[config.mk]
export PLATFORM = sky130hd
export DESIGN_NAME = hamming_dist_seq
export DESIGN_NICKNAME = d
export VERILOG_FILES = /design/src/rtl/hamming_dist_seq.sv
export SDC_FILE = /design/constraint.sdc
export NUM_CORES = 1
export LEC_CHECK = 0
export BUFFER_PORTS_ARGS = -buffer_cell sky130_fd_sc_hd__buf_2
export CORE_MARGIN = 2
export CORE_UTILIZATION = 35
export CTS_CLUSTER_DIAMETER = 80
export CTS_CLUSTER_SIZE = 20
export DETAILED_ROUTE_END_ITERATION = 7
export SLEW_MARGIN = 30
export SYNTH_ARGS = -nofsm -noshare
export SYNTH_HDL_FRONTEND = slang
export SYNTH_SLANG_ARGS = --single-unit
[constraint.sdc]
create_clock -name clk -period 8.9 [get_ports clk]
set_clock_uncertainty 0.15 [all_clocks]
set_input_delay 1.78 -clock clk [delete_from_list [all_inputs] [get_ports clk]]
set_output_delay 1.78 -clock clk [all_outputs]
set_load 0.05 [all_outputs]
[src/rtl/hamming_dist_seq.sv]
// rtl/hamming_dist_seq.sv - multi-cycle Hamming distance compare engine (optional HD_EARLY_EXIT_EN)
module hamming_dist_seq #(
    parameter int WIDTH = 32,
    parameter int CHUNK = 4,
    localparam int DW = $clog2(WIDTH + 1)
) (
    input  logic             clk,
    input  logic             rst_n,
    input  logic             start,
    input  logic [WIDTH-1:0] A,
    input  logic [WIDTH-1:0] B,
    input  logic [DW-1:0]    thresh,
    output logic             busy,
    output logic             done,
    output logic [DW-1:0]    D,
    output logic             Q
);

    localparam int NCHUNK = WIDTH / CHUNK;
    localparam int IW = (NCHUNK > 1) ? $clog2(NCHUNK) : 1;
    localparam logic [IW-1:0] LAST_IDX = IW'(NCHUNK - 1);

    localparam logic [1:0] ST_IDLE = 2'd0;
    localparam logic [1:0] ST_RUN  = 2'd1;
    localparam logic [1:0] ST_DONE = 2'd2;

    logic [1:0]       state;
    logic [WIDTH-1:0] x;
    logic [DW-1:0]    acc;
    logic [DW-1:0]    thresh_q;
    logic [IW-1:0]    idx;
    logic [DW-1:0]    chunk_pop;
    logic [DW-1:0]    sum;
    logic             last_chunk;

    function automatic logic [DW-1:0] pop_chunk(input logic [CHUNK-1:0] c);
        logic [DW-1:0] n;
        n = '0;
        for (int i = 0; i < CHUNK; i++) begin
            n = n + DW'(c[i]);
        end
        return n;
    endfunction

    always_comb begin
        chunk_pop = pop_chunk(x[CHUNK-1:0]);
        sum       = acc + chunk_pop;
`ifdef HD_EARLY_EXIT_EN
        // Nothing left above the current chunk means the distance is final now.
        last_chunk = (idx == LAST_IDX) || ((x >> CHUNK) == '0);
`else
        last_chunk = (idx == LAST_IDX);
`endif
    end

    assign busy = (state == ST_RUN);

    always_ff @(posedge clk or negedge rst_n) begin
        if (!rst_n) begin
            state    <= ST_IDLE;
            x        <= '0;
            acc      <= '0;
            thresh_q <= '0;
            idx      <= '0;
            done     <= 1'b0;
            D        <= '0;
            Q        <= 1'b0;
        end else begin
            done <= 1'b0;
            case (state)
                ST_IDLE, ST_DONE: begin
                    if (start) begin
                        x        <= A ^ B;
                        thresh_q <= thresh;
                        acc      <= '0;
                        idx      <= '0;
                        state    <= ST_RUN;
                    end else begin
                        state <= ST_IDLE;
                    end
                end
                ST_RUN: begin
                    x   <= x >> CHUNK;
                    acc <= sum;
                    idx <= idx + IW'(1);
                    if (last_chunk) begin
                        D     <= sum;
                        Q     <= (sum <= thresh_q);
                        done  <= 1'b1;
                        state <= ST_DONE;
                    end
                end
                default: state <= ST_IDLE;
            endcase
        end
    end

endmodule

## Yosys cells after proc, flatten, opt, wreduce, memory -nomap -nowiden

Index checks and enable logic that the tools add are counted.

- Register bits: 57
- Input bits: 73
- Word-level logic and storage cells: 37

- Add/subtract/negate cells: 5
- $lt $le $gt $ge: 1
- Equality and inequality tests: 5
- Muxes and demuxes: 11
- Bitwise operators: 1
- Reduce and logical (&&, ||, !) cells: 6

Operators by type and width:

| cell | count |
|---|---|
| 32-bit case mux with 2 select lines | 1 |
| 32-bit two-way mux | 1 |
| 32-bit bitwise XOR | 1 |
| 6-bit case mux with 2 select lines | 1 |
| 6-bit by 4-bit adder with 6-bit output | 1 |
| 6-bit <= comparator | 1 |
| 6-bit two-way mux | 1 |
| 3-bit case mux with 2 select lines | 1 |
| 2-bit AND reduction | 3 |
| 3-bit by 1-bit adder with 4-bit output | 1 |
| 2-bit case mux with 2 select lines | 1 |
| 2-bit by 1-bit adder with 3-bit output | 1 |
| 3-bit by 1-bit adder with 3-bit output (second input constant) | 1 |
| 3-bit == test (second input constant) | 1 |
| 1-bit two-way mux | 3 |
| 3-bit two-way mux | 1 |
| 1-bit by 1-bit adder with 2-bit output | 1 |
| 2-bit by 1-bit == test with 1-bit output (second input constant) | 1 |
| 2-bit == test (second input constant) | 1 |
| 2-bit logical NOT | 1 |
| 2-bit two-way mux | 1 |
| 2-bit by 1-bit inequality test with 1-bit output (second input constant) | 1 |
| 2-bit inequality test (second input constant) | 1 |
| 2-bit nonzero test | 1 |
| 2-bit OR reduction | 1 |

## Logic depth before layout (Yosys ltp)

- Word-level depth: 5
- Mapped depth: 12

## Worst setup path after synthesis

Ideal clock, no wire load.

- Path type: reg-to-reg
- Start point: register x[0]
- End point: register Q
- Library setup time: 0.126 ns
- Arrival time: 2.736 ns
- Slack: 5.888 ns
- Cell stages (with the launch flop): 13
- Buffers on the path: 0
- Cell sequence: dfrtp_1 > fa_1 > inv_1 > fa_1 > inv_1 > fa_1 > nand3_1 > xor2_1 > inv_1 > ha_1 > nand4_1 > o22a_1 > a221o_1

- Cells in the longest elaborated chain, start to end: 5

RTL lines:

| element | RTL line | RTL |
|---|---|---|
| from (decl) | 28 | `logic [WIDTH-1:0] x;` |
| from (signal assigned) | 73 | `x <= A ^ B;` |
| from (signal assigned) | 83 | `x <= x >> CHUNK;` |
| 1-bit by 1-bit adder with 2-bit output | 40 | `n = n + DW'(c[i]);` |
| 2-bit by 1-bit adder with 3-bit output | 40 |  |
| 3-bit by 1-bit adder with 4-bit output | 40 |  |
| 6-bit by 4-bit adder with 6-bit output | 47 | `sum = acc + chunk_pop;` |
| named net sum[4] | 33 | `logic [DW-1:0] sum;` |
| 6-bit <= comparator | 88 | `Q <= (sum <= thresh_q);` |
| to (signal assigned) | 88 |  |
| to (decl) | 16 | `output logic Q` |

The timed path passes the listed nets, and every way through them passes these cells.
A chain may end at the register's enable or synchronous reset.

## Final worst setup path

- Start point: register state[1]
- End point: output busy

- Cells in the longest elaborated chain, start to end: 1

RTL lines:

| element | RTL line | RTL |
|---|---|---|
| from (decl) | 27 | `logic [1:0] state;` |
| from (signal assigned) | 60 | `state <= ST_IDLE;` |
| from (signal assigned) | 77 | `state <= ST_RUN;` |
| from (signal assigned) | 79 | `state <= ST_IDLE;` |
| 2-bit by 1-bit == test with 1-bit output | 56 | `assign busy = (state == ST_RUN);` |
| to (decl) | 13 | `output logic busy,` |

No other way between the ends.

==> metrics.cfg <==
[placed_design]
gp_congestion=0.7169
io_buffers=81
placed_area_mm2=0.003293
dpl.hpwl_um=3985
pre_cts_ws_ns=5.590

[yosys]
synth_top_family_by_area=compound AO/OA/AOI/OAI gates
yosysSeqAreaShare_pct=50.26
synthAdderAreaFrac_pct=6.085
synth-simple-area-share_pct=7.892
synth_area_mm2=0.002838
yosys_register_bits=57
synthMuxAreaShare_pct=3.968
synth_compound_area_share_pct=15.56
netlist-cell-type-count=31
yosysWarnings=0
syn-instance-count=245
synthXorXnorAreaFrac_pct=11.11
syn_area_per_cell_um2=11.58
syn_nets=330

[critical_path]
critPathMaxFanout=36
crit_type=register to primary output
cp-start-kind=register
required_ns=6.97
slowest_stage=inv_2
arrival_ns=1.71
critPathMaxStageDelay_ns=0.48
critPathCaptureType=primary output
crit_chain=nand2b_4 > inv_2 > buf_2
cp_top_family=buffers and inverters
cp_num_buf_inv=2

[timing]
fin_crit_ns=3.645
fmax_ghz=0.2744
slew-limit-headroom_pct=52.19
grt_setup_unrepaired=false
worst_slack_ns=5.255
fin_setup_tns_ns=0
finalCritPeriodShare_pct=40.95
maxSlewViolCount=0
tightest_slew_ns=0.7172
finalSetupViolCount=0
hold_violations=0

[cts]
clockBufferDepth=2
path_clk_slew_ns=0.06
cts_setup_buffers=0
cts_hold_buffers=0
root_buffer=clkbuf_8
clk_latency_ns=0.32
cts_tree=yes
cts_sinks=57
ctsResizeCount=0
cts_inserted_buffers=9
htreeDepth=3

[layout]
area_growth_syn_to_layout_pct=22.49
layout_common_cells=81 x buf_2, 57 x dfrtp_1, 34 x xnor2_1, 29 x a221o_1, 28 x nor2_1
drive_above_1_share_pct=34.04
num-nets-final=411
final_common_cell=buf_2
n_antenna_cell=0
final_area_mm2=0.003476
utilization_pct=44.52

[floorplan]
core_mm2=0.007807
die_w_um=94.05
die_area_mm2=0.008844
ioPinCount=82
die_y_um=94.05
rows=32
start_util_pct=36.35

[drt]
detail_route.vias_per_cell=4.775
dr.pass1.iters=5
routed_wirelength_um=5690
ant_nets=0
drc=0
routed-via-count=2058
wl_per_cell_um=13.20
first_iter_violations=138

[pwr]
leakagePower_nw=1.672
peakVddDrop_v=0.0001564
pwr_density_cell_mw_per_mm2=360.4
power.total_mw=1.253

[grt]
first_global_vias=2072
grt_pass1_wl_um=9494
grt_overflow=0
antenna_found_initial=0
grt_util_all_layers_pct=13.74
grt_max_degree=58

[run_status]
status=finished, final reports clean

[worst_hold_path]
hold_class=register to register

[flow_run]
maxCapViolations=0

-- worst register-to-register path, delay by kind of cell (launching register included) --
family | cells | cell delay (ns)
adder cells (fa/ha/maj) | 4 | 1.42
flip-flops | 1 | 0.40
AND/OR/NAND/NOR | 2 | 0.22
buffers and inverters | 3 | 0.20
AO/OA/AOI/OAI | 2 | 0.50
XOR/XNOR | 1 | 0.23
-- metrics by stage --
step | hold WS [ns] | std cells
after floorplan | 0.2998 | 245
after global placement | 0.3114 | 417
after detailed placement | 0.3201 | 417
after CTS | 0.3339 | 431
after global routing | 0.3612 | 431
final | 0.3333 | 431
-- cells in the mapped netlist --
library cell  number  share of area (%)
o2111ai_2          1               0.53
buf_1              2               0.26
nor3_1             1               0.18
buf_4              2               0.53
clkbuf_1           2               0.26
buf_2              2               0.35
or3_1              2               0.44
xor2_1             2               0.62
o21ai_0           11                1.9
nand2_1           11                1.5
o21ai_1            2               0.35
nor2_1            28                3.7
a211oi_1           1               0.26
buf_6              4                1.6
nand3_1            1               0.18
inv_2              1               0.13
nor2b_1            1               0.22
inv_1             15                2.0
nand2_2            1               0.22
a21oi_1            4               0.71
fa_1               3                2.1
a22o_1             4                1.2
and2_4             1               0.31
dfrtp_1           57                 50
a221o_1           29                 10
nand4_1            1               0.22
o22a_1             1               0.31
xnor2_1           34                 10
nand2b_4           2               0.97
ha_1               9                4.0
mux2_2            10                4.0
-- final timing paths --
kind / startpoint / endpoint / slack (ns) / depth (start not counted)
worst max register to register: x[0] / Q / 5.67 / 12
max in group asynchronous: rst_n / acc[4] / 6.67 / 2
worst min register to register: x[30] / x[30] / 0.33 / 2
worst min-delay path: x[30] / x[30] / 0.33 / 2
min in group asynchronous: rst_n / D[2] / 1.44 / 2
worst max-delay path: state[1] / busy / 5.26 / 3
-- cells by family (layout without fill, tap and decap cells) --
group	count (synthesis)	in the layout
DFF	57	57
adders and majority gates	12	12
buffers and inverters	28	112
and+or+nand+nor	49	49
muxes	10	10
AOI/OAI and AO/OA	53	53
xor gates and xnor gates	36	36
-- layer usage --
| layer | wire length [um] | vias up | track usage, % |
|---|---|---|---|
| met2 | 2705 | 56 | 20.24 |
| li1 | - | 1022 | - |
| met1 | 2604 | 970 | 19.23 |
| met4 | 102 | 0 | 7.488 |
| met5 | 0 | - | 0 |
| met3 | 278 | 10 | 2.327 |
-- registers in the layout, summed over array words and instances, names as in the netlist --
name,flops
x,32
acc,6
D,6
Q,1
thresh_q,6
idx,3
state,2
done,1
-- area by class of cell --
cell class / instances / area, um^2
Clock buffer: 10 / 137.6
Clock inverter: 4 / 45.04
Fill cell: 744 / 4332
Inverter: 16 / 60.06
Multi-Input combinational cell: 160 / 1266
Sequential cell: 57 / 1426
Tap cell: 102 / 127.6
Timing Repair Buffer: 82 / 412.9
-- power by group --
group	internal (mW)	total (mW)	switching (mW)
sequential	0.375	0.448	0.0730
clock	0.132	0.226	0.0934
combinational	0.250	0.579	0.329
total	0.758	1.25	0.495
No activity file was read; power rests on OpenSTA's default activity.
